[config.mk]
export PLATFORM = sky130hd
export DESIGN_NAME = mem_arbiter_flat
export DESIGN_NICKNAME = d
export VERILOG_FILES = /design/src/rtl/mem_arb_pkg.sv /design/src/rtl/mem_arbiter_if.sv /design/src/rtl/mem_arb_pick.sv /design/src/rtl/mem_arbiter.sv /design/src/flat_wrapper.sv
export SDC_FILE = /design/constraint.sdc
export NUM_CORES = 1
export LEC_CHECK = 0
export BUFFER_PORTS_ARGS = -buffer_cell sky130_fd_sc_hd__buf_2
export CORE_AREA = 2 2 346 348
export CTS_BUF_LIST = sky130_fd_sc_hd__clkbuf_8
export DETAILED_ROUTE_END_ITERATION = 12
export DIE_AREA = 0 0 348 350
export HOLD_SLACK_MARGIN = 0.05
export SYNTH_ARGS = -nofsm -noshare
export SYNTH_HDL_FRONTEND = slang
export SYNTH_SLANG_ARGS = --single-unit
[constraint.sdc]
create_clock -name clk -period 2.4 [get_ports clk]
set_clock_uncertainty 0.15 [all_clocks]
set_input_delay 0.24 -clock clk [delete_from_list [all_inputs] [get_ports clk]]
set_output_delay 0.24 -clock clk [all_outputs]
set_load 0.005 [all_outputs]
[src/rtl/mem_arb_pkg.sv]
`default_nettype none
// ============================================================================
// Package  : mem_arb_pkg
// Brief    : Shared types and constants for the two-port line memory arbiter.
// Revision : 1.0 - initial release
// ============================================================================
package mem_arb_pkg;

    localparam int ADDR_HI        = 31;
    localparam int ADDR_LO        = 4;
    localparam int DEFAULT_LINE_W = 128;

    typedef logic [ADDR_HI:ADDR_LO] line_addr_t;

    typedef enum logic [1:0] {
        IDLE  = 2'd0,
        SERVE = 2'd1,
        GAP   = 2'd2
    } arb_state_e;

    typedef logic req_id_t;
    localparam req_id_t REQ_I = 1'b0;
    localparam req_id_t REQ_D = 1'b1;

    function automatic req_id_t other_id(input req_id_t id);
        return ~id;
    endfunction

endpackage : mem_arb_pkg
`default_nettype wire

[src/rtl/mem_arbiter_if.sv]
`default_nettype none
// ============================================================================
// Interface: mem_arbiter_if
// Brief    : I-side, D-side and memory-side signals of the line arbiter.
// Revision : 1.0 - initial release
// ============================================================================
interface mem_arbiter_if
    import mem_arb_pkg::*;
#(
    parameter int LINE_W = DEFAULT_LINE_W,
    parameter int CNT_W  = 16
) ();

    logic              read_I;
    logic              write_I;
    line_addr_t        addr_I;
    logic [LINE_W-1:0] wdata_I;
    logic [LINE_W-1:0] rdata_I;
    logic              ready_I;

    logic              read_D;
    logic              write_D;
    line_addr_t        addr_D;
    logic [LINE_W-1:0] wdata_D;
    logic [LINE_W-1:0] rdata_D;
    logic              ready_D;

    logic              mem_read;
    logic              mem_write;
    line_addr_t        mem_addr;
    logic [LINE_W-1:0] mem_wdata;
    logic [LINE_W-1:0] mem_rdata;
    logic              mem_ready;

    logic [CNT_W-1:0]  gnt_cnt_I;
    logic [CNT_W-1:0]  gnt_cnt_D;

    // Arbiter side
    modport slave (
        input  read_I, write_I, addr_I, wdata_I,
        input  read_D, write_D, addr_D, wdata_D,
        input  mem_rdata, mem_ready,
        output rdata_I, ready_I, rdata_D, ready_D,
        output mem_read, mem_write, mem_addr, mem_wdata,
        output gnt_cnt_I, gnt_cnt_D
    );

    // Requester / memory / environment side
    modport master (
        output read_I, write_I, addr_I, wdata_I,
        output read_D, write_D, addr_D, wdata_D,
        output mem_rdata, mem_ready,
        input  rdata_I, ready_I, rdata_D, ready_D,
        input  mem_read, mem_write, mem_addr, mem_wdata,
        input  gnt_cnt_I, gnt_cnt_D
    );

endinterface : mem_arbiter_if
`default_nettype wire

[src/rtl/mem_arb_pick.sv]
`default_nettype none
// ============================================================================
// Module   : mem_arb_pick
// Brief    : Combinational two-way round-robin picker with one-side exclusion.
// Revision : 1.0 - initial release
// ============================================================================
module mem_arb_pick
    import mem_arb_pkg::*;
(
    input  logic [1:0] req,
    input  req_id_t    last_gnt,
    input  logic       excl_valid,
    input  req_id_t    excl_id,
    output logic       gnt_valid,
    output req_id_t    gnt_id
);

    logic [1:0] w_excl_mask;
    logic [1:0] w_elig;

    always_comb begin
        w_excl_mask = 2'b00;
        if (excl_valid) begin
            w_excl_mask[excl_id] = 1'b1;
        end
        w_elig    = req & ~w_excl_mask;
        gnt_valid = |w_elig;

        // A tie goes to whichever side did not win last time
        gnt_id = REQ_I;
        if (w_elig == 2'b11) begin
            gnt_id = other_id(last_gnt);
        end else if (w_elig[REQ_D]) begin
            gnt_id = REQ_D;
        end
    end

endmodule : mem_arb_pick
`default_nettype wire

[src/rtl/mem_arbiter.sv]
`default_nettype none
// ============================================================================
// Module   : mem_arbiter
// Brief    : Shares one line-wide slow memory between the I- and D-cache ports,
//            one transaction at a time, with a one-cycle gap between grants.
// Revision : 1.0 - initial release
// ============================================================================
module mem_arbiter
    import mem_arb_pkg::*;
#(
    parameter int LINE_W = DEFAULT_LINE_W,
    parameter int CNT_W  = 16
) (
    input  logic          clk,
    input  logic          rst,
    mem_arbiter_if.slave  bus
);

    localparam logic [CNT_W-1:0] c_cnt_one = {{(CNT_W-1){1'b0}}, 1'b1};
    localparam logic [CNT_W-1:0] c_cnt_max = {CNT_W{1'b1}};

    arb_state_e        state_q,     state_d;
    req_id_t           owner_q,     owner_d;
    req_id_t           last_gnt_q,  last_gnt_d;
    logic              mem_read_q,  mem_read_d;
    logic              mem_write_q, mem_write_d;
    line_addr_t        mem_addr_q,  mem_addr_d;
    logic [LINE_W-1:0] mem_wdata_q, mem_wdata_d;
    logic [CNT_W-1:0]  cnt_i_q,     cnt_i_d;
    logic [CNT_W-1:0]  cnt_d_q,     cnt_d_d;

    logic [1:0]        w_req;
    logic              w_excl_valid;
    logic              w_gnt_valid;
    req_id_t           w_gnt_id;
    logic              w_win_write;
    line_addr_t        w_win_addr;
    logic [LINE_W-1:0] w_win_wdata;

    assign w_req        = {bus.read_D | bus.write_D, bus.read_I | bus.write_I};
    assign w_excl_valid = (state_q == GAP);

    mem_arb_pick u_pick (
        .req        (w_req),
        .last_gnt   (last_gnt_q),
        .excl_valid (w_excl_valid),
        .excl_id    (owner_q),
        .gnt_valid  (w_gnt_valid),
        .gnt_id     (w_gnt_id)
    );

    // Command of whichever side the picker selects; write wins over read
    always_comb begin
        if (w_gnt_id == REQ_D) begin
            w_win_write = bus.write_D;
            w_win_addr  = bus.addr_D;
            w_win_wdata = bus.wdata_D;
        end else begin
            w_win_write = bus.write_I;
            w_win_addr  = bus.addr_I;
            w_win_wdata = bus.wdata_I;
        end
    end

    always_comb begin
        state_d     = state_q;
        owner_d     = owner_q;
        last_gnt_d  = last_gnt_q;
        mem_read_d  = mem_read_q;
        mem_write_d = mem_write_q;
        mem_addr_d  = mem_addr_q;
        mem_wdata_d = mem_wdata_q;
        cnt_i_d     = cnt_i_q;
        cnt_d_d     = cnt_d_q;

        case (state_q)
            SERVE: begin
                if (bus.mem_ready) begin
                    mem_read_d  = 1'b0;
                    mem_write_d = 1'b0;
                    state_d     = GAP;
                end
            end
            default: begin
                if (w_gnt_valid) begin
                    state_d     = SERVE;
                    owner_d     = w_gnt_id;
                    last_gnt_d  = w_gnt_id;
                    mem_write_d = w_win_write;
                    mem_read_d  = ~w_win_write;
                    mem_addr_d  = w_win_addr;
                    mem_wdata_d = w_win_wdata;
                    if (w_gnt_id == REQ_I) begin
                        if (cnt_i_q != c_cnt_max) begin
                            cnt_i_d = cnt_i_q + c_cnt_one;
                        end
                    end else begin
                        if (cnt_d_q != c_cnt_max) begin
                            cnt_d_d = cnt_d_q + c_cnt_one;
                        end
                    end
                end else begin
                    state_d = IDLE;
                end
            end
        endcase
    end

    always_ff @(posedge clk) begin
        if (rst) begin
            state_q     <= IDLE;
            owner_q     <= REQ_I;
            last_gnt_q  <= REQ_I;
            mem_read_q  <= 1'b0;
            mem_write_q <= 1'b0;
            mem_addr_q  <= '0;
            mem_wdata_q <= '0;
            cnt_i_q     <= '0;
            cnt_d_q     <= '0;
        end else begin
            state_q     <= state_d;
            owner_q     <= owner_d;
            last_gnt_q  <= last_gnt_d;
            mem_read_q  <= mem_read_d;
            mem_write_q <= mem_write_d;
            mem_addr_q  <= mem_addr_d;
            mem_wdata_q <= mem_wdata_d;
            cnt_i_q     <= cnt_i_d;
            cnt_d_q     <= cnt_d_d;
        end
    end

    // Completion is passed straight through, but only to the current owner
    assign bus.ready_I   = (state_q == SERVE) && (owner_q == REQ_I) && bus.mem_ready;
    assign bus.ready_D   = (state_q == SERVE) && (owner_q == REQ_D) && bus.mem_ready;
    assign bus.rdata_I   = bus.mem_rdata;
    assign bus.rdata_D   = bus.mem_rdata;

    assign bus.mem_read  = mem_read_q;
    assign bus.mem_write = mem_write_q;
    assign bus.mem_addr  = mem_addr_q;
    assign bus.mem_wdata = mem_wdata_q;
    assign bus.gnt_cnt_I = cnt_i_q;
    assign bus.gnt_cnt_D = cnt_d_q;

endmodule : mem_arbiter
`default_nettype wire

[src/flat_wrapper.sv]
// flat-port wrapper written by rule: the top's interface ports become plain ports
module mem_arbiter_flat import mem_arb_pkg::*;
#(
    parameter int LINE_W = DEFAULT_LINE_W,
    parameter int CNT_W  = 16
)
  (clk, rst, bus_read_I, bus_write_I, bus_addr_I, bus_wdata_I, bus_read_D, bus_write_D, bus_addr_D, bus_wdata_D, bus_mem_rdata, bus_mem_ready, bus_rdata_I, bus_ready_I, bus_rdata_D, bus_ready_D, bus_mem_read, bus_mem_write, bus_mem_addr, bus_mem_wdata, bus_gnt_cnt_I, bus_gnt_cnt_D);
  mem_arbiter_if #(.LINE_W(LINE_W), .CNT_W(CNT_W)) bus_i ();
  input  logic clk;
  input  logic rst;
  input wire logic [$bits(bus_i.read_I)-1:0] bus_read_I;
  input wire logic [$bits(bus_i.write_I)-1:0] bus_write_I;
  input wire logic [$bits(bus_i.addr_I)-1:0] bus_addr_I;
  input wire logic [$bits(bus_i.wdata_I)-1:0] bus_wdata_I;
  input wire logic [$bits(bus_i.read_D)-1:0] bus_read_D;
  input wire logic [$bits(bus_i.write_D)-1:0] bus_write_D;
  input wire logic [$bits(bus_i.addr_D)-1:0] bus_addr_D;
  input wire logic [$bits(bus_i.wdata_D)-1:0] bus_wdata_D;
  input wire logic [$bits(bus_i.mem_rdata)-1:0] bus_mem_rdata;
  input wire logic [$bits(bus_i.mem_ready)-1:0] bus_mem_ready;
  output wire logic [$bits(bus_i.rdata_I)-1:0] bus_rdata_I;
  output wire logic [$bits(bus_i.ready_I)-1:0] bus_ready_I;
  output wire logic [$bits(bus_i.rdata_D)-1:0] bus_rdata_D;
  output wire logic [$bits(bus_i.ready_D)-1:0] bus_ready_D;
  output wire logic [$bits(bus_i.mem_read)-1:0] bus_mem_read;
  output wire logic [$bits(bus_i.mem_write)-1:0] bus_mem_write;
  output wire logic [$bits(bus_i.mem_addr)-1:0] bus_mem_addr;
  output wire logic [$bits(bus_i.mem_wdata)-1:0] bus_mem_wdata;
  output wire logic [$bits(bus_i.gnt_cnt_I)-1:0] bus_gnt_cnt_I;
  output wire logic [$bits(bus_i.gnt_cnt_D)-1:0] bus_gnt_cnt_D;
  assign bus_i.read_I = bus_read_I;
  assign bus_i.write_I = bus_write_I;
  assign bus_i.addr_I = bus_addr_I;
  assign bus_i.wdata_I = bus_wdata_I;
  assign bus_i.read_D = bus_read_D;
  assign bus_i.write_D = bus_write_D;
  assign bus_i.addr_D = bus_addr_D;
  assign bus_i.wdata_D = bus_wdata_D;
  assign bus_i.mem_rdata = bus_mem_rdata;
  assign bus_i.mem_ready = bus_mem_ready;
  assign bus_rdata_I = bus_i.rdata_I;
  assign bus_ready_I = bus_i.ready_I;
  assign bus_rdata_D = bus_i.rdata_D;
  assign bus_ready_D = bus_i.ready_D;
  assign bus_mem_read = bus_i.mem_read;
  assign bus_mem_write = bus_i.mem_write;
  assign bus_mem_addr = bus_i.mem_addr;
  assign bus_mem_wdata = bus_i.mem_wdata;
  assign bus_gnt_cnt_I = bus_i.gnt_cnt_I;
  assign bus_gnt_cnt_D = bus_i.gnt_cnt_D;
  mem_arbiter #(.LINE_W(LINE_W), .CNT_W(CNT_W)) u_core (.clk(clk), .rst(rst), .bus(bus_i));
endmodule
==> impl_metrics.csv, run 1 <==
group,metric,value,unit
routing,vias,10960,
final_layout,drive_above_1_share,37.38,%
sta,fin_crit_sh,97.10,%
setup_path,worstPathCellList,"dlygate4sd3_1 -> buf_2 -> nor2_2 -> a21boi_2 -> nor3_4 -> buf_12 -> a22oi_1 -> dlygate4sd3_1 -> o2bb2ai_1",
synth,synth_area,9836,um^2
place,hpwl,63630,um
synth,ys_ff_latch,193,
cts,cts_tree,"yes",
floorplan,num_rows,126,
sta,setup_viol,0,
setup_path,worst_path_largest_cell_delay,580,ps
sta,tightest_slew,530.7,ps
global_routing,grt_max_degree,60,
worst_hold_path,worstHoldPathCells,4,
routing,drc,0,
outcome,status,"completed",
setup_path,critPathKind,"input port to register",
synth,ys_async_sr_fraction,0,%
sta,slew_headroom,64.62,%
synth,synth_ff_type,"dfxtp_1",
cts,numCtsBuffers,17,
floorplan,io_pins,895,
synth,synth_nets,1519,
cts,postCtsSetupBuffers,0,
routing,dr_wl_met3,13000,um
setup_path,r2r_cells,7,
final_layout,area_growth,66.46,%
worst_hold_path,hold_path.class,"input port to register",
setup_path,path_max_fanout,17,
floorplan,core_area,117800,um^2
routing,dr.first_iter.drc_count,697,
global_routing,grt_pass1_vias,10930,
floorplan,start_util,8.352,%
global_routing,grt_util_all_layers,12.30,%
routing,firstDrtPassIters,6,
pwr,peakVddDrop,0.5828,mV
place,io_buffers,510,
cts,clk_path_buf_depth,2,
final_layout,multi_input_area,3735,um^2
synth,netlist_instances,1070,
pwr,powerDensity,540.5,nW/um^2
setup_path,r2r_end,"u_core.bus.mem_wdata[73]",
cts,cts.sinks,193,
routing,vias_per_cell,3.429,
routing,wirelength,77940,um
sta,hold_viol,0,
final_layout,design_area,16370,um^2
setup_path,cp-end-kind,"register",
setup_path,reg2reg_setup_slack,140,ps
worst_hold_path,hold_path_end,"u_core.bus.mem_wdata[120]",
place,pre_cts_slack,134.6,ps
setup_path,cpMostUsedCell,"dlygate4sd3_1",
routing,wl_per_cell,24.39,um
final_layout,nets,2092,
place,gp_congestion,0.8800,
pwr,leakagePower,6.674,nW
place,placedInstanceArea,12700,um^2
floorplan,die_h,350,um
setup_path,start_kind,"input port",
pwr,total_power,8.849,mW
sta,final_max_slew_viol_count,0,
setup_path,cp.arrival,2720,ps
place,dp_cells,2840,
final_layout,final_common_cell,"buf_2",
synth,yosys.cell_types.count,43,
cts,insertion_delay,630,ps
worst_hold_path,worstHoldStart,"bus_wdata_D[120]",
run,cap_violations,0,
setup_path,worstSetupStartpoint,"bus_write_I",
setup_path,r2r-start,"u_core.state_q[1]",
sta,rsz0062_at_grt,"no",
routing,met2_length,36690,um
synth,ys_seq_area_share,39.28,%
sta,period_needed,2330,ps
setup_path,cp.required,2790,ps
floorplan,die_w,348,um
final_layout,finalNonFillerCells,3196,
sta,fin_tns_setup,0,ps
sta,final.setup.worst_slack,69.67,ps
synth,avgSynthCellArea,9.192,um^2
cts,h-tree-depth,4,
setup_path,cpMaxStageDelayCell,"dlygate4sd3_1",
routing,topRoutingLayerUsed,"met5",
cts,root_buffer,"clkbuf_8",
sta,max_freq,429.1,MHz
routing,antenna_left,0,
synth,synth_edf_count,0,
final_layout,seq_area,3866,um^2
final_layout,nFillCells,13250,
global_routing,antenna_found_initial,26,
synth,ys_warn_count,0,
cts,clk_pin_slew,130,ps
global_routing,grt_pass1_wl,99440,um
global_routing,overflow,0,
final_layout,final_cell_mix,"508 x buf_2, 319 x dlygate4sd3_1, 191 x dfxtp_1",
floorplan,dieArea,121800,um^2
routing,met1_length,25470,um
-- state kept, by name (all words and copies together), names as in the netlist --
register	count
u_core.bus.gnt_cnt_I	16
u_core.owner_q	1
u_core.bus.gnt_cnt_D	16
u_core.bus.mem_wdata	128
u_core.bus.mem_read	1
u_core.state_q	2
u_core.bus.mem_write	1
u_core.bus.mem_addr	28
-- worst max-delay path: cells and delay by family --
| family | cells | cell delay, ps |
|---|---|---|
| buffers and inverters | 4 | 1470 |
| AND/OR/NAND/NOR | 2 | 560 |
| AO/OA/AOI/OAI | 3 | 430 |
-- cells in the mapped netlist, types with 2 or more instances --
| master | instances | area [um^2] |
|---|---|---|
| xnor2_1 | 13 | 113.9 |
| a311oi_1 | 28 | 245.2 |
| or4_1 | 2 | 15.01 |
| buf_4 | 259 | 1944 |
| nand2b_1 | 3 | 18.77 |
| a22oi_1 | 128 | 960.9 |
| nor3_1 | 10 | 50.05 |
| dfxtp_1 | 193 | 3864 |
| nand4_1 | 14 | 87.58 |
| xor2_1 | 12 | 105.1 |
| and4_1 | 3 | 26.28 |
| or3_1 | 2 | 12.51 |
| o2bb2ai_1 | 128 | 1121 |
| a211oi_1 | 2 | 15.01 |
| nor2_1 | 64 | 240.2 |
| o21ai_0 | 5 | 25.02 |
| and3_1 | 7 | 43.79 |
| inv_1 | 2 | 7.510 |
| clkbuf_1 | 36 | 135.1 |
| nor2b_1 | 3 | 18.77 |
| nor2_2 | 2 | 12.51 |
| buf_2 | 39 | 195.2 |
| nand2_1 | 73 | 274.0 |
| o22a_1 | 2 | 17.52 |
| a21oi_1 | 11 | 55.05 |
| nand3_1 | 11 | 55.05 |
| ha_1 | 2 | 25.02 |
-- what timing repair did --
item | in CTS | in global routing
hold buffers | 320 | 0
pin swaps | 0 | 1
hold endpoints to repair | 179 | 0
resized for setup | 6 | 3
setup endpoints to repair | 2 | 21
-- where the power goes --
group	total [mW]	switching (mW)	internal, mW
combinational	2.58	1.35	1.24
clock	2.56	1.59	0.972
sequential	3.71	0.187	3.52
-- worst max path at each step --
stage,end,slack [ps],cells after the start
5_1_grt,u_core.bus.mem_wdata[73],30,7
4_1_cts,bus_ready_I,2,5
3_5_place_dp,u_core.bus.gnt_cnt_D[13],130,8
2_1_floorplan,u_core.bus.gnt_cnt_D[12],510,8
3_3_place_gp,u_core.bus.gnt_cnt_D[5],110,7
6_report,u_core.bus.mem_wdata[73],70,9
-- stage by stage --
stage	hold WS (ps)	util, %
2_1_floorplan	249.0	-
3_3_place_gp	290.7	10.79
3_5_place_dp	291.0	10.79
4_1_cts	165.2	13.89
5_1_grt	211.9	13.90
6_report	267.1	13.90
-- per-layer routing --
metal  vias to the layer above  track usage, %
li1                       4791               -
met1                      5063           11.52
met2                       918           20.36
met3                       170           9.121
met4                        18           4.947
met5                         -          0.1962
-- area by class of cell --
type / count / area share (%)
timing repair buffer: 889 / 39.09
sequential: 193 / 23.61
multi-input combinational: 540 / 22.81
tap: 1536 / 11.74
clock buffer: 17 / 1.429
clock inverter: 15 / 1.207
antenna: 4 / 0.06114
inverter: 2 / 0.04585
-- cell families (layout without fill, tap and decap cells) --
kind of cell / Yosys count / in the layout / share of synthesized area (%)
xor gates and xnor gates: 25 / 25 / 2.226
AOI/OAI and AO/OA: 306 / 306 / 24.96
adders and majority gates: 2 / 2 / 0.2544
and+or+nand+nor: 207 / 207 / 10.04
other: 0 / 4 / 0
DFF: 193 / 193 / 39.28
buffers and inverters: 337 / 923 / 23.24
Power figures use the tool's default switching activity.
==> run 2, diff against run 1 <==
PLACE_DENSITY = 0.3   (was unset)
==> impl_metrics.csv, run 2 (synthesis results as in run 1) <==
group,metric,value,unit
sta,hold_viol,0,
outcome,status,"completed",
worst_hold_path,hold_path.class,"input port to register",
floorplan,die_w,348,um
setup_path,worstSetupStartpoint,"bus_read_I",
pwr,powerDensity,513.8,nW/um^2
global_routing,grt_pass1_wl,75370,um
cts,insertion_delay,600,ps
setup_path,critPathKind,"input port to register",
setup_path,r2r_end,"u_core.bus.mem_addr[27]",
floorplan,die_h,350,um
routing,dr.first_iter.drc_count,503,
final_layout,fin_util,13.80,%
sta,final_max_slew_viol_count,0,
global_routing,antenna_found_initial,2,
final_layout,finalNonFillerCells,3186,
setup_path,cp.arrival,2690,ps
sta,fin_crit_sh,98.97,%
sta,period_needed,2375,ps
final_layout,final_cell_mix,"509 x buf_2, 319 x dlygate4sd3_1, 193 x dfxtp_1",
global_routing,overflow,0,
pwr,total_power,8.350,mW
routing,wl_per_cell,17.66,um
setup_path,start_kind,"input port",
global_routing,grt_max_degree,97,
setup_path,r2r-start,"u_core.state_q[1]",
routing,vias,10080,
cts,cts.sinks,193,
sta,max_freq,421.0,MHz
setup_path,path_max_fanout,8,
routing,antenna_left,0,
global_routing,grt_util_all_layers,8.726,%
place,pre_cts_slack,187.7,ps
place,io_buffers,510,
global_routing,grt_pass1_vias,10570,
cts,clk_pin_slew,130,ps
routing,vias_per_cell,3.163,
floorplan,io_pins,895,
cts,clk_path_buf_depth,2,
sta,tightest_slew,605.9,ps
cts,numCtsBuffers,17,
setup_path,r2r_cells,7,
cts,h-tree-depth,4,
final_layout,multi_input_area,3730,um^2
place,placedInstanceArea,12530,um^2
floorplan,core_area,117800,um^2
pwr,leakagePower,6.617,nW
final_layout,nets,2085,
cts,cts_tree,"yes",
sta,hold-worst-slack,280.6,ps
cts,root_buffer,"clkbuf_8",
floorplan,dieArea,121800,um^2
routing,drc,0,
sta,fin_tns_setup,0,ps
run,cap_violations,0,
setup_path,cp-end-kind,"register",
final_layout,seq_area,3864,um^2
routing,firstDrtPassIters,4,
routing,wirelength,56280,um
setup_path,crit_end,"u_core.bus.mem_wdata[24]",
sta,final.setup.worst_slack,24.70,ps
place,dp_cells,2825,
final_layout,drive_above_1_share,36.89,%
final_layout,design_area,16250,um^2
place,gp_congestion,0.7684,
sta,setup_viol,0,
final_layout,area_growth,65.22,%
place,hpwl,43240,um
final_layout,nFillCells,13300,
setup_path,reg2reg_setup_slack,160,ps
pwr,peakVddDrop,0.3939,mV
floorplan,num_rows,126,
setup_path,cp.required,2710,ps
sta,slew_headroom,59.61,%
final_layout,final_common_cell,"buf_2",
final_layout,largest_register_ffs,128,
floorplan,start_util,8.352,%
==> run 2: repair_timing <==
action	CTS	global route
endpoints found under the hold margin	183	0
gates resized for setup	1	6
pin swaps	0	2
cloned	0	3
setup buffers	0	6
endpoints found under the setup margin	1	110
hold buffers	319	0
==> run 2: layout make-up <==
class,count,share of cell area [%]
clock inverter,14,0.8007
inverter,2,0.04620
timing repair buffer,882,39.13
clock buffer,17,1.440
antenna,2,0.03080
multi-input combinational,540,22.95
sequential,193,23.78
tap,1536,11.83
==> run 2: how the worst min path moves through the flow <==
stage	startpoint	to	slack, ps	cells after the start
3_3_place_gp	u_core.bus.mem_wdata[19]	u_core.bus.mem_wdata[19]	290	1
6_report	bus_wdata_I[111]	u_core.bus.mem_wdata[111]	280	4
2_1_floorplan	bus_wdata_D[100]	u_core.bus.mem_wdata[100]	250	2
4_1_cts	bus_wdata_D[120]	u_core.bus.mem_wdata[120]	180	4
3_5_place_dp	u_core.bus.mem_wdata[48]	u_core.bus.mem_wdata[48]	290	1
5_1_grt	bus_wdata_D[112]	u_core.bus.mem_wdata[112]	240	4
==> run 2: routing by layer <==
| layer | global-route usage, % | wire length (um) | vias to the layer above |
|---|---|---|---|
| met5 | 0 | 13 | - |
| met4 | 5.592 | 2974 | 2 |
| met3 | 4.385 | 6136 | 171 |
| met2 | 15.79 | 29230 | 469 |
| met1 | 7.629 | 17920 | 4670 |
| li1 | - | - | 4766 |
==> run 2: worst max-delay path: stages <==
cell	delay (ps)
dlygate4sd3_1	520
buf_2	150
nor2_4	60
dlygate4sd3_1	550
nand2_1	110
nand2_1	100
a21oi_4	180
nor2_4	70
buf_12	150
buf_6	140
clkbuf_16	170
buf_4	140
o2bb2ai_1	110
==> run 2: where the power goes <==
group	total (mW)	leakage (nW)	internal, mW	switching, mW
Combinational	2.40	4.84	1.21	1.19
Sequential	3.69	1.59	3.52	0.177
Clock	2.26	0.190	0.831	1.42
Total	8.35	6.62	5.56	2.79
==> run 3, diff against run 2 <==
clock period = 2.6 ns   (was 2.4 ns; I/O delays follow)
==> impl_metrics.csv, run 3 (synthesis results as in run 1) <==
group,metric,value,unit
global_routing,overflow,0,
routing,wirelength,55350,um
final_layout,design_area,16180,um^2
cts,h-tree-depth,4,
sta,slew_headroom,63.35,%
global_routing,grt_pass1_wl,74430,um
place,pre_cts_slack,370.6,ps
final_layout,drive_above_1_share,37.03,%
place,hpwl,43030,um
routing,dr.first_iter.drc_count,444,
setup_path,crit_end,"u_core.bus.mem_addr[1]",
sta,hold-worst-slack,163.1,ps
setup_path,r2r-start,"u_core.owner_q",
setup_path,cp-end-kind,"register",
routing,vias_per_cell,3.192,
setup_path,reg2reg_setup_slack,180,ps
routing,firstDrtPassIters,5,
sta,period_needed,2441,ps
setup_path,cp.required,2970,ps
setup_path,r2r_end,"u_core.bus.mem_wdata[85]",
worst_hold_path,hold_path.class,"input port to register",
final_layout,largest_register_ffs,128,
sta,tightest_slew,549.7,ps
global_routing,grt_util_all_layers,8.587,%
routing,antenna_left,0,
setup_path,start_kind,"input port",
setup_path,worstSetupStartpoint,"bus_write_D",
pwr,leakagePower,6.557,nW
floorplan,start_util,8.352,%
floorplan,core_area,117800,um^2
sta,hold_viol,0,
floorplan,io_pins,895,
floorplan,num_rows,126,
setup_path,r2r_cells,9,
floorplan,die_h,350,um
final_layout,finalNonFillerCells,3181,
final_layout,final_cell_mix,"509 x buf_2, 318 x dlygate4sd3_1, 191 x dfxtp_1",
floorplan,die_w,348,um
sta,fin_tns_setup,0,ps
place,dp_cells,2824,
sta,rsz0062_at_grt,"no",
pwr,powerDensity,477.4,nW/um^2
sta,final_max_slew_viol_count,0,
setup_path,path_max_fanout,37,
global_routing,grt_max_degree,74,
cts,cts_tree,"yes",
sta,final.setup.worst_slack,158.8,ps
cts,insertion_delay,570,ps
sta,setup_viol,0,
outcome,status,"completed",
sta,fin_crit_sh,93.89,%
place,placedInstanceArea,12510,um^2
cts,root_buffer,"clkbuf_8",
cts,cts.sinks,193,
sta,max_freq,409.6,MHz
cts,clk_path_buf_depth,2,
routing,vias,10150,
place,io_buffers,510,
final_layout,area_growth,64.47,%
cts,clk_pin_slew,120,ps
setup_path,cp.arrival,2810,ps
run,cap_violations,0,
pwr,peakVddDrop,0.3647,mV
cts,numCtsBuffers,17,
final_layout,final_common_cell,"buf_2",
setup_path,critPathKind,"input port to register",
floorplan,dieArea,121800,um^2
routing,wl_per_cell,17.40,um
final_layout,fin_util,13.74,%
place,gp_congestion,0.7616,
pwr,total_power,7.722,mW
global_routing,grt_pass1_vias,10690,
global_routing,antenna_found_initial,5,
routing,drc,0,
final_layout,nets,2078,
==> run 3: worst min path at each step <==
stage	start	to	slack, ps	depth (start not counted)
global placement	u_core.bus.mem_wdata[35]	u_core.bus.mem_wdata[35]	290	1
finish	bus_read_I	u_core.state_q[0]	160	6
global route	bus_read_I	u_core.state_q[0]	160	6
CTS	bus_read_I	u_core.state_q[0]	60	6
floorplan	bus_wdata_D[100]	u_core.bus.mem_wdata[100]	270	2
detailed placement	u_core.bus.mem_wdata[91]	u_core.bus.mem_wdata[91]	290	1
==> run 3: layout make-up <==
| cell class | instances | area, um^2 |
|---|---|---|
| fill | 13310 | 101600 |
| timing repair buffer | 875 | 6257 |
| sequential | 193 | 3866 |
| multi-input combinational | 540 | 3736 |
| tap | 1536 | 1922 |
| clock buffer | 17 | 234.0 |
| clock inverter | 15 | 146.4 |
| inverter | 2 | 7.507 |
| antenna | 3 | 7.507 |
==> run 3: metal layers <==
| metal | up-vias | track usage [%] | wire [um] |
|---|---|---|---|
| met1 | 4742 | 7.672 | 17590 |
| li1 | 4746 | - | - |
| met3 | 161 | 4.162 | 5897 |
| met4 | 2 | 4.735 | 2348 |
| met2 | 502 | 15.80 | 29500 |
| met5 | - | 0 | 13 |
==> run 3: where the power goes <==
group          internal (mW)  total, mW  switching (mW)
Sequential              3.25       3.41           0.165
Combinational           1.13       2.22            1.09
Clock                  0.785       2.09            1.30
Total                   5.16       7.72            2.56
==> run 3: timing repair <==
action                                  CTS  global route
hold endpoints to repair                173             0
buffers inserted                          0             2
pin swaps                                 0             1
cloned                                    0             2
endpoints found under the setup margin    1            20
hold buffers                            318             0
gates resized for setup                   1             9
==> run 3: critical path, stage by stage <==
cell and delay, ps:
dlygate4sd3_1 550, buf_2 150, nor2_4 180, a21oi_2 110, nor3_4 280, buf_12 220
buf_16 220, a22oi_1 100, o2bb2ai_1 150, dlygate4sd3_1 550
